$ cat config.mk
export PLATFORM = sky130hd
export DESIGN_NAME = seq_pattern_tx
export DESIGN_NICKNAME = d
export VERILOG_FILES = /design/src/rtl/seq_pkg.sv /design/src/rtl/seq_tx_shreg.sv /design/src/rtl/seq_pattern_tx.sv
export SDC_FILE = /design/constraint.sdc
export NUM_CORES = 1
export LEC_CHECK = 0
export BUFFER_PORTS_ARGS = -buffer_cell sky130_fd_sc_hd__buf_2
export CORE_ASPECT_RATIO = 0.8
export CORE_MARGIN = 2
export CORE_UTILIZATION = 57
export DETAILED_ROUTE_END_ITERATION = 8
export GPL_TIMING_DRIVEN = 1
export PLACE_DENSITY = 0.78
export SLEW_MARGIN = 10
export SYNTH_ARGS = -nofsm -noshare
export SYNTH_HDL_FRONTEND = slang
export SYNTH_SLANG_ARGS = --single-unit
$ cat constraint.sdc
create_clock -name clk -period 2.05 [get_ports clk]
set_input_delay 0.1025 -clock clk [delete_from_list [all_inputs] [get_ports clk]]
set_output_delay 0.1025 -clock clk [all_outputs]
set_load 0.02 [all_outputs]
$ cat src/rtl/seq_pkg.sv
// Shared types and defaults for the serial pattern transmitter.
// SEQ_TX_PARITY_EN adds one even-parity bit after each frame's pattern bits.
package seq_pkg;

  typedef enum logic [1:0] {
    ST_IDLE = 2'd0,
    ST_SEND = 2'd1,
    ST_GAP  = 2'd2,
    ST_DONE = 2'd3
  } state_e;

  localparam int SEQ_PAT_W = 4;
  localparam logic [SEQ_PAT_W-1:0] SEQ_PATTERN = 4'b1101;

  // Serial length of one frame, including the parity bit when it is enabled.
  function automatic int frame_len(input int pat_w);
`ifdef SEQ_TX_PARITY_EN
    return pat_w + 1;
`else
    return pat_w;
`endif
  endfunction

endpackage

$ cat src/rtl/seq_tx_shreg.sv
// Loadable MSB-first shift register; zeros are shifted in at the LSB.
module seq_tx_shreg #(
  parameter int W = 4
) (
  input  logic         clk,
  input  logic         rst,
  input  logic         load_i,
  input  logic         shift_i,
  input  logic [W-1:0] data_i,
  output logic         msb_o
);

  logic [W-1:0] sr_q;

  // Load takes priority over shift.
  always_ff @(posedge clk) begin
    if (rst) begin
      sr_q <= '0;
    end else if (load_i) begin
      sr_q <= data_i;
    end else if (shift_i) begin
      sr_q <= {sr_q[W-2:0], 1'b0};
    end else begin
      sr_q <= sr_q;
    end
  end

  assign msb_o = sr_q[W-1];

endmodule

$ cat src/rtl/seq_pattern_tx.sv
// Serial pattern transmitter: repeats PATTERN MSB-first rep_count times with gap idle cycles between frames.
// Build option SEQ_TX_PARITY_EN appends an even-parity bit to every frame.
module seq_pattern_tx
  import seq_pkg::*;
#(
  parameter int                 PAT_W   = SEQ_PAT_W,
  parameter logic [PAT_W-1:0]   PATTERN = SEQ_PATTERN,
  parameter int                 CNT_W   = 8,
  parameter int                 GAP_W   = 4
) (
  input  logic             clk,
  input  logic             rst,
  input  logic             start,
  input  logic [CNT_W-1:0] rep_count,
  input  logic [GAP_W-1:0] gap,
  output logic             out,
  output logic             out_valid,
  output logic             frame,
  output logic             busy,
  output logic             done
);

  localparam int FRAME_L = frame_len(PAT_W);
  localparam int BIT_W   = $clog2(FRAME_L + 1);
  localparam logic [BIT_W-1:0] LAST_IDX     = BIT_W'(FRAME_L - 1);
  localparam logic [BIT_W-1:0] LAST_PAT_IDX = BIT_W'(PAT_W - 1);
  localparam logic [BIT_W-1:0] BIT_ONE      = BIT_W'(1);
  localparam logic [CNT_W-1:0] CNT_ONE      = CNT_W'(1);
  localparam logic [GAP_W-1:0] GAP_ONE      = GAP_W'(1);
  localparam logic             PAR_BIT      = ^PATTERN;
  // The shift register holds the bits still to come after the one on the line.
  localparam logic [PAT_W-1:0] SR_LOAD      = {PATTERN[PAT_W-2:0], 1'b0};

  state_e           state_q;
  logic [BIT_W-1:0] bit_idx_q;
  logic [CNT_W-1:0] rem_q;
  logic [GAP_W-1:0] gap_len_q;
  logic [GAP_W-1:0] gap_cnt_q;
  logic             out_q, out_valid_q, frame_q, busy_q, done_q;

  logic last_bit, frame_start, sr_load, sr_shift, sr_msb, next_bit;

  // Frame boundary decisions shared by the FSM and the shift register.
  always_comb begin
    last_bit    = 1'b0;
    frame_start = 1'b0;
    next_bit    = 1'b0;
    if (state_q == ST_SEND) begin
      last_bit = (bit_idx_q == LAST_IDX);
    end else begin
      last_bit = 1'b0;
    end
    if (state_q == ST_IDLE) begin
      frame_start = start && (rep_count != '0);
    end else if (state_q == ST_GAP) begin
      frame_start = (gap_cnt_q == '0);
    end else begin
      frame_start = last_bit && (rem_q != CNT_ONE) && (gap_len_q == '0);
    end
    if (bit_idx_q == LAST_PAT_IDX) begin
      next_bit = PAR_BIT;
    end else begin
      next_bit = sr_msb;
    end
    sr_load  = frame_start;
    sr_shift = (state_q == ST_SEND) && !frame_start;
  end

  seq_tx_shreg #(.W(PAT_W)) u_shreg (
    .clk     (clk),
    .rst     (rst),
    .load_i  (sr_load),
    .shift_i (sr_shift),
    .data_i  (SR_LOAD),
    .msb_o   (sr_msb)
  );

  // Transfer FSM with counters; outputs are registered for the cycle being entered.
  always_ff @(posedge clk) begin
    if (rst) begin
      state_q     <= ST_IDLE;
      bit_idx_q   <= '0;
      rem_q       <= '0;
      gap_len_q   <= '0;
      gap_cnt_q   <= '0;
      out_q       <= 1'b0;
      out_valid_q <= 1'b0;
      frame_q     <= 1'b0;
      busy_q      <= 1'b0;
      done_q      <= 1'b0;
    end else begin
      case (state_q)
        ST_IDLE: begin
          if (start) begin
            rem_q     <= rep_count;
            gap_len_q <= gap;
            bit_idx_q <= '0;
            if (rep_count != '0) begin
              state_q     <= ST_SEND;
              out_q       <= PATTERN[PAT_W-1];
              out_valid_q <= 1'b1;
              frame_q     <= 1'b1;
              busy_q      <= 1'b1;
            end else begin
              state_q <= ST_DONE;
              done_q  <= 1'b1;
            end
          end else begin
            state_q <= ST_IDLE;
          end
        end
        ST_SEND: begin
          if (last_bit) begin
            rem_q     <= rem_q - CNT_ONE;
            bit_idx_q <= '0;
            if (rem_q == CNT_ONE) begin
              state_q     <= ST_DONE;
              out_q       <= 1'b0;
              out_valid_q <= 1'b0;
              frame_q     <= 1'b0;
              busy_q      <= 1'b0;
              done_q      <= 1'b1;
            end else if (gap_len_q == '0) begin
              out_q   <= PATTERN[PAT_W-1];
              frame_q <= 1'b1;
            end else begin
              state_q     <= ST_GAP;
              gap_cnt_q   <= gap_len_q - GAP_ONE;
              out_q       <= 1'b0;
              out_valid_q <= 1'b0;
              frame_q     <= 1'b0;
            end
          end else begin
            bit_idx_q <= bit_idx_q + BIT_ONE;
            out_q     <= next_bit;
            frame_q   <= 1'b0;
          end
        end
        ST_GAP: begin
          if (gap_cnt_q == '0) begin
            state_q     <= ST_SEND;
            bit_idx_q   <= '0;
            out_q       <= PATTERN[PAT_W-1];
            out_valid_q <= 1'b1;
            frame_q     <= 1'b1;
          end else begin
            gap_cnt_q <= gap_cnt_q - GAP_ONE;
          end
        end
        ST_DONE: begin
          state_q <= ST_IDLE;
          done_q  <= 1'b0;
        end
        default: begin
          state_q     <= ST_IDLE;
          out_q       <= 1'b0;
          out_valid_q <= 1'b0;
          frame_q     <= 1'b0;
          busy_q      <= 1'b0;
          done_q      <= 1'b0;
        end
      endcase
    end
  end

  assign out       = out_q;
  assign out_valid = out_valid_q;
  assign frame     = frame_q;
  assign busy      = busy_q;
  assign done      = done_q;

endmodule

==> summary.txt, run 1 <==
CTS
  – Maximum buffer depth of the clock tree: 2
  – Post-CTS resize count: 0
  – CTS Hold Buffers Added: 0
  – Root buffer cell: clkbuf_8
  – CTS H-Tree Depth: 2
  – TritonCTS buffer count: 5
  – Clock transition at the registers of the reported paths: 0.06 ns
  – CTS sink count: 29
  – CTS tree: done
  – Post-CTS setup buffer count: 0
  – Clock Latency Late Sink: 0.28 ns

Final layout
  – Diodes inserted: 0
  – Fillers: 249
  – Share of cells above drive strength 1: 0.258
  – Most common cell after layout, fill and taps aside: dfxtp_1
  – Most frequent cells in the layout: dfxtp_1, nor2_1, buf_2
  – Nets@finish: 232
  – Final design utilization: 0.681
  – Synthesis-to-finish area growth: 13.2%

STA
  – Period utilization: 0.876
  – Pins Over Slew Limit: 0
  – Rel. slew slack: 0.608
  – Worst Skew: 0.00632 ns
  – Unrepaired setup endpoints after global routing: no
  – Setup TNS: 0 ns
  – Endpoints failing setup: 0
  – Pin slew with the least headroom to its limit: 0.588 ns
  – Max Clk Rate: 557 MHz
  – Tmin final: 1.80 ns
  – WHS: 0.0630 ns
  – Count of final hold-check violations: 0

Route
  – Final antenna-violating net count: 0
  – DRC: 0
  – Via count: 1455
  – Final WL: 3.67 mm
  – Via density: 5.80
  – Initial DRC Count: 129
  – Routed len/inst: 14.6 um
  – TritonRoute pass-1 iters: 4

Global routing
  – Vias in the first global route: 1362
  – First-pass GRT wire length: 6.27 mm
  – Largest net degree at the start of global routing: 33
  – Initial antenna violation count: 0
  – Grt total ovfl: 0
  – GRT Util Overall: 0.245

Critical path
  – WP data required: 2.24 ns
  – Critical path arrival: 1.98 ns
  – Startpoint types: flop
  – Setup crit end kind: flop
  – Critical Setup Path Class: reg -> reg
  – CP Max Fanout: 7

Synth
  – Ranking of synthesized cells by area: dfxtp_1, mux2i_1, nor2_1
  – Cell taking the most area after synthesis: dfxtp_1
  – EDFF count, synth: 0
  – Yosys reg bits: 29
  – Post-Synthesis Cell Area: 0.00168 sq mm
  – Unique masters post-synth: 56
  – Share of synthesized registers carrying an async set or reset: 0
  – Mapped Cells: 189
  – Syn Area/Cell: 8.87 sq um
  – Syn Nets: 208
  – Warning count from the yosys run: 0
  – Seq/Total Area, Yosys: 0.346
  – Area share of the largest cell type after synthesis: 0.346
  – Top FF cell, synth: dfxtp_1

Power and ir drop
  – Cell Pwr Density: 1030 mW/mm^2
  – Leakage power: 0.779 nW
  – Maximum vdd drop: 0.654 mV

Job
  – Max Cap Viol: 0

Floorplanning
  – Top-Level Pins: 20
  – DIE WIDTH: 64.6 um
  – Die Y-Extent: 52.5 um
  – Starting Density: 0.602
  – Die area: 0.00339 sq mm
  – Placement Rows: 17
  – Placeable Area: 0.00279 sq mm

Placed design
  – Post-DP HPWL: 2.70 mm
  – Gpl congestion: 0.866
  – Port bufs: 19

Status
  – Status: completed

Hold path
  – HP Class: in -> reg
==> logic make-up after synthesis <==
kind of cell | synth area share
buffers and inverters | 0.0560
muxes | 0.0478
and+or+nand+nor | 0.269
adders and majority gates | 0.0299
DFF | 0.346
AOI/OAI and AO/OA | 0.251
==> synth_stat cells, types with 2 or more instances <==
cell,number
dfxtp_1,29
nor2_1,20
nand2_1,16
a21oi_1,12
o21ai_0,12
mux2i_1,8
inv_1,7
a211oi_1,6
nand2b_1,5
a22oi_1,4
ha_1,4
nor3_1,4
buf_2,3
buf_4,3
nor2_2,3
or4_1,3
a21oi_2,2
a221oi_1,2
a22o_1,2
a31oi_1,2
and2_1,2
buf_6,2
clkbuf_1,2
nand3b_1,2
o22ai_1,2
or3_4,2
==> sequential cells by signal, summed over array words and instances, names as in the netlist, 2 cells and up <==
name,flops
rem_q,8
gap_cnt_q,4
gap_len_q,4
bit_idx_q,3
u_shreg.sr_q,3
state_q,2
==> where the power goes <==
part / switching, mW / internal, mW / total [mW]
registers: 0.0814 / 0.652 / 0.734
logic: 0.439 / 0.321 / 0.760
clock network: 0.197 / 0.265 / 0.462
==> critical path, cell delays in order, from the launching register on <==
cell and delay (ns):
dfxtp_1 0.43, nand2b_1 0.24, mux2i_1 0.20, ha_1 0.22, or4b_1 0.51, o311ai_1 0.09
==> layout make-up <==
type,count,area [sq um],area share
clock buffers,7,86.3,0.0455
inverters,7,26.3,0.0138
multi-input cells,143,1000,0.528
flip-flops and latches,29,581,0.306
well taps,38,47.5,0.0250
repair buffers,27,155,0.0817
==> final timing paths <==
path | startpoint | to | slack [ns] | depth (start not counted)
hold reg to reg | frame | frame | 0.46 | 2
setup / recovery | state_q[1] | gap_cnt_q[2] | 0.25 | 5
setup reg to reg | state_q[1] | gap_cnt_q[2] | 0.25 | 5
hold / removal | gap[1] | gap_len_q[1] | 0.06 | 3
==> metrics by stage <==
| step | cell area [sq um] | power [mW] | setup slack (ns) | cells |
|---|---|---|---|---|
| 3_3_place_gp | 1810 | 1.46 | 0.364 | 244 |
| 6_report | 1900 | 1.96 | 0.255 | 251 |
| 3_5_place_dp | 1810 | 1.49 | 0.300 | 244 |
| 5_1_grt | 1900 | 2.09 | 0.124 | 251 |
| 2_1_floorplan | 1680 | 1.33 | 0.440 | 189 |
| 4_1_cts | 1900 | 1.96 | 0.261 | 251 |
==> routing by layer <==
layer	track usage	vias up	wire [um]
li1	-	734	-
met3	0.0581	9	186
met4	0.110	0	65
met2	0.370	37	1610
met5	0	-	0
met1	0.333	675	1810
Note: power is estimated with default switching activity, not from simulation.
==> inputs of run 2 (changes only) <==
Settings changed: ABC_AREA from default to 1.
==> run 2 against run 1 <==
Effect of this change: clock skew down 0.0016 ns; clock-buffer cell count stayed put; worst setup slack improved by 0.24 ns; combinational power grew 6.1%; die area hardly changed; fmax grew 15%; critical path depth up 4; synthesized area hardly changed; utilization fell by 0.72 points; largest power group unchanged.
==> summary.txt, run 2 <==
Synth
  – Post-synthesis compound-gate area fraction: 0.188
  – Adder-cell share of the synthesized area: 0.0298
  – Area share of the largest cell type after synthesis: 0.346
  – Syn Area/Cell: 6.55 sq um
  – Mapped Cells: 256
  – Post-synth top cells: nand2_1, nor2_1, dfxtp_1
  – Post-Synth XOR/XNOR Area: 0.0157
  – Syn Nets: 275
  – Cell taking the most area after synthesis: dfxtp_1
  – Seq/Total Area, Yosys: 0.346
  – Warning count from the yosys run: 0
  – EDFF count, synth: 0
  – Top FF cell, synth: dfxtp_1
  – Post-Synthesis Cell Area: 0.00168 sq mm
  – Combinational family with the most area after synthesis: simple AND/OR/NAND/NOR gates
  – Yosys reg bits: 29
  – Unique masters post-synth: 29
  – Mux cell area share after synthesis: 0
  – Simple-gate portion of the synthesized area: 0.321
  – Ranking of synthesized cells by area: dfxtp_1, nand2_1, nor2_1
  – Count leader, synth: nand2_1
  – Share of synthesized registers carrying an async set or reset: 0

Critical path
  – Crit path to: out_valid
  – Startpoint types: flop
  – Critical path arrival: 1.73 ns
  – RR Endpoint: out_valid
  – WP data required: 2.23 ns
  – Worst reg2reg path startpoint: state_q[1]
  – Worst Reg-to-Reg Cells: 9
  – Critical Setup Path Class: reg -> reg
  – CP Max Fanout: 19
  – Slowest CP cell: dfxtp_1
  – R2r setup slk: 0.49 ns
  – CP max stage delay: 0.40 ns
  – Crit path launch: state_q[1]
  – Setup crit end kind: flop
  – Critical Path, Cell by Cell: inv_2 -> nand2_4 -> inv_2 -> nand2_1 -> nor2_1 -> nor2_2 -> nand3_1 -> nand2_1 -> nor2_1

Floorplanning
  – Die Y-Extent: 52.5 um
  – Die area: 0.00340 sq mm
  – Placement Rows: 17
  – Top-Level Pins: 20
  – Starting Density: 0.602
  – Placeable Area: 0.00279 sq mm
  – DIE WIDTH: 64.7 um

Global routing
  – Vias in the first global route: 1491
  – Largest net degree at the start of global routing: 20
  – Grt total ovfl: 0
  – Initial antenna violation count: 0
  – First-pass GRT wire length: 6.24 mm
  – GRT Util Overall: 0.247

STA
  – Endpoints failing setup: 0
  – Pins Over Slew Limit: 0
  – Max Clk Rate: 642 MHz
  – Setup TNS: 0 ns
  – Rel. slew slack: 0.636
  – Count of final hold-check violations: 0
  – WHS: 0.0766 ns
  – Worst Skew: 0.00475 ns
  – Pin slew with the least headroom to its limit: 0.542 ns
  – Tmin final: 1.56 ns
  – Unrepaired setup endpoints after global routing: no
  – Period utilization: 0.760

Final layout
  – Most frequent cells in the layout: nand2_1, nor2_1, dfxtp_1
  – Diodes inserted: 0
  – Largest register FFs: 8
  – Most common cell after layout, fill and taps aside: nand2_1
  – Synthesis-to-finish area growth: 11.9%
  – Share of cells above drive strength 1: 0.181
  – Non-Filler Instances: 315
  – Largest regs: rem_q (8), gap_cnt_q (4), gap_len_q (4)
  – Nets@finish: 296
  – Biggest register: rem_q

Placed design
  – Port bufs: 19
  – Gpl congestion: 0.864
  – Post-DP HPWL: 2.67 mm
  – Placed insts: 308

Power and ir drop
  – Maximum vdd drop: 0.669 mV
  – Internal power: 1.20 mW
  – NetSw: 800 uW
  – Clock share of power: 0.237
  – Leakage power: 0.917 nW
  – Cell Pwr Density: 1070 mW/mm^2
  – Sw Ratio: 0.400
  – Combinational power share: 0.403
  – Flop pwr share: 0.360

Route
  – Initial DRC Count: 76
  – Final antenna-violating net count: 0
  – DRC: 0
  – Via density: 5.29
  – Via count: 1665
  – Routed len/inst: 11.7 um
  – TritonRoute pass-1 iters: 4
  – Final WL: 3.68 mm

CTS
  – CTS Hold Buffers Added: 0
  – Clock transition at the registers of the reported paths: 0.06 ns
  – Maximum buffer depth of the clock tree: 2
  – CTS tree: done
  – Post-CTS resize count: 0
  – CTS sink count: 29
  – Root buffer cell: clkbuf_8
  – CTS H-Tree Depth: 2
  – Clock Latency Late Sink: 0.28 ns
  – TritonCTS buffer count: 5
  – Post-CTS setup buffer count: 0

Hold path
  – HP Class: in -> reg

Job
  – Max Cap Viol: 0

Status
  – Status: completed
## run 2: worst min-delay path by stage
stage | startpoint | endpoint | slack, ns | depth (start not counted)
4_1_cts | rep_count[1] | rem_q[1] | 0.08 | 3
2_1_floorplan | rep_count[1] | rem_q[1] | 0.25 | 2
3_5_place_dp | rep_count[1] | rem_q[1] | 0.37 | 3
5_1_grt | rep_count[1] | rem_q[1] | 0.10 | 3
6_report | rep_count[1] | rem_q[1] | 0.08 | 3
3_3_place_gp | rep_count[1] | rem_q[1] | 0.36 | 3
## run 2: logic make-up (layout without fill, tap and decap cells)
family,count (synthesis),in the layout
compound gates,56,56
flops,29,29
buf+inv,42,63
xor+xnor,3,3
fa+ha+maj,4,4
simple gates,122,122
## run 2: final cells by class
cell class | count | area (sq um)
multi-input cells | 185 | 930
fillers | 278 | 908
flip-flops and latches | 29 | 581
inverters | 37 | 139
repair buffers | 19 | 95.1
clock buffers | 7 | 86.3
well taps | 38 | 47.5
## run 2: per-stage QoR
| step | total power [mW] | worst slack (ns) | utilization | cell area, sq um |
|---|---|---|---|---|
| after global routing | 2.16 | 0.380 | 0.674 | 1880 |
| final | 2.00 | 0.492 | 0.674 | 1880 |
| after CTS | 2.00 | 0.508 | 0.674 | 1880 |
| after global placement | 1.52 | 0.580 | 0.643 | 1790 |
| after detailed placement | 1.53 | 0.519 | 0.643 | 1790 |
| after floorplan | 1.37 | 0.738 | - | 1680 |
## run 2: worst max-delay path: cells and delay by family (launching register included)
family	cells	cell delay [ns]
buffers and inverters	2	0.26
and+or+nand+nor	7	0.80
DFF	1	0.40
## run 2: power by group through the flow
stage	registers [mW]	clock network, mW	logic [mW]
2_1_floorplan	0.752	0	0.621
3_3_place_gp	0.728	0	0.789
3_5_place_dp	0.732	0	0.797
4_1_cts	0.720	0.479	0.803
5_1_grt	0.731	0.503	0.929
6_report	0.721	0.474	0.806
## run 2: metal layers
metal / wire length (um) / global-route usage / vias up
met5: 0 / 0 / -
met3: 234 / 0.0581 / 7
li1: - / - / 864
met2: 1680 / 0.441 / 46
met1: 1710 / 0.290 / 748
met4: 58 / 0.0957 / 0
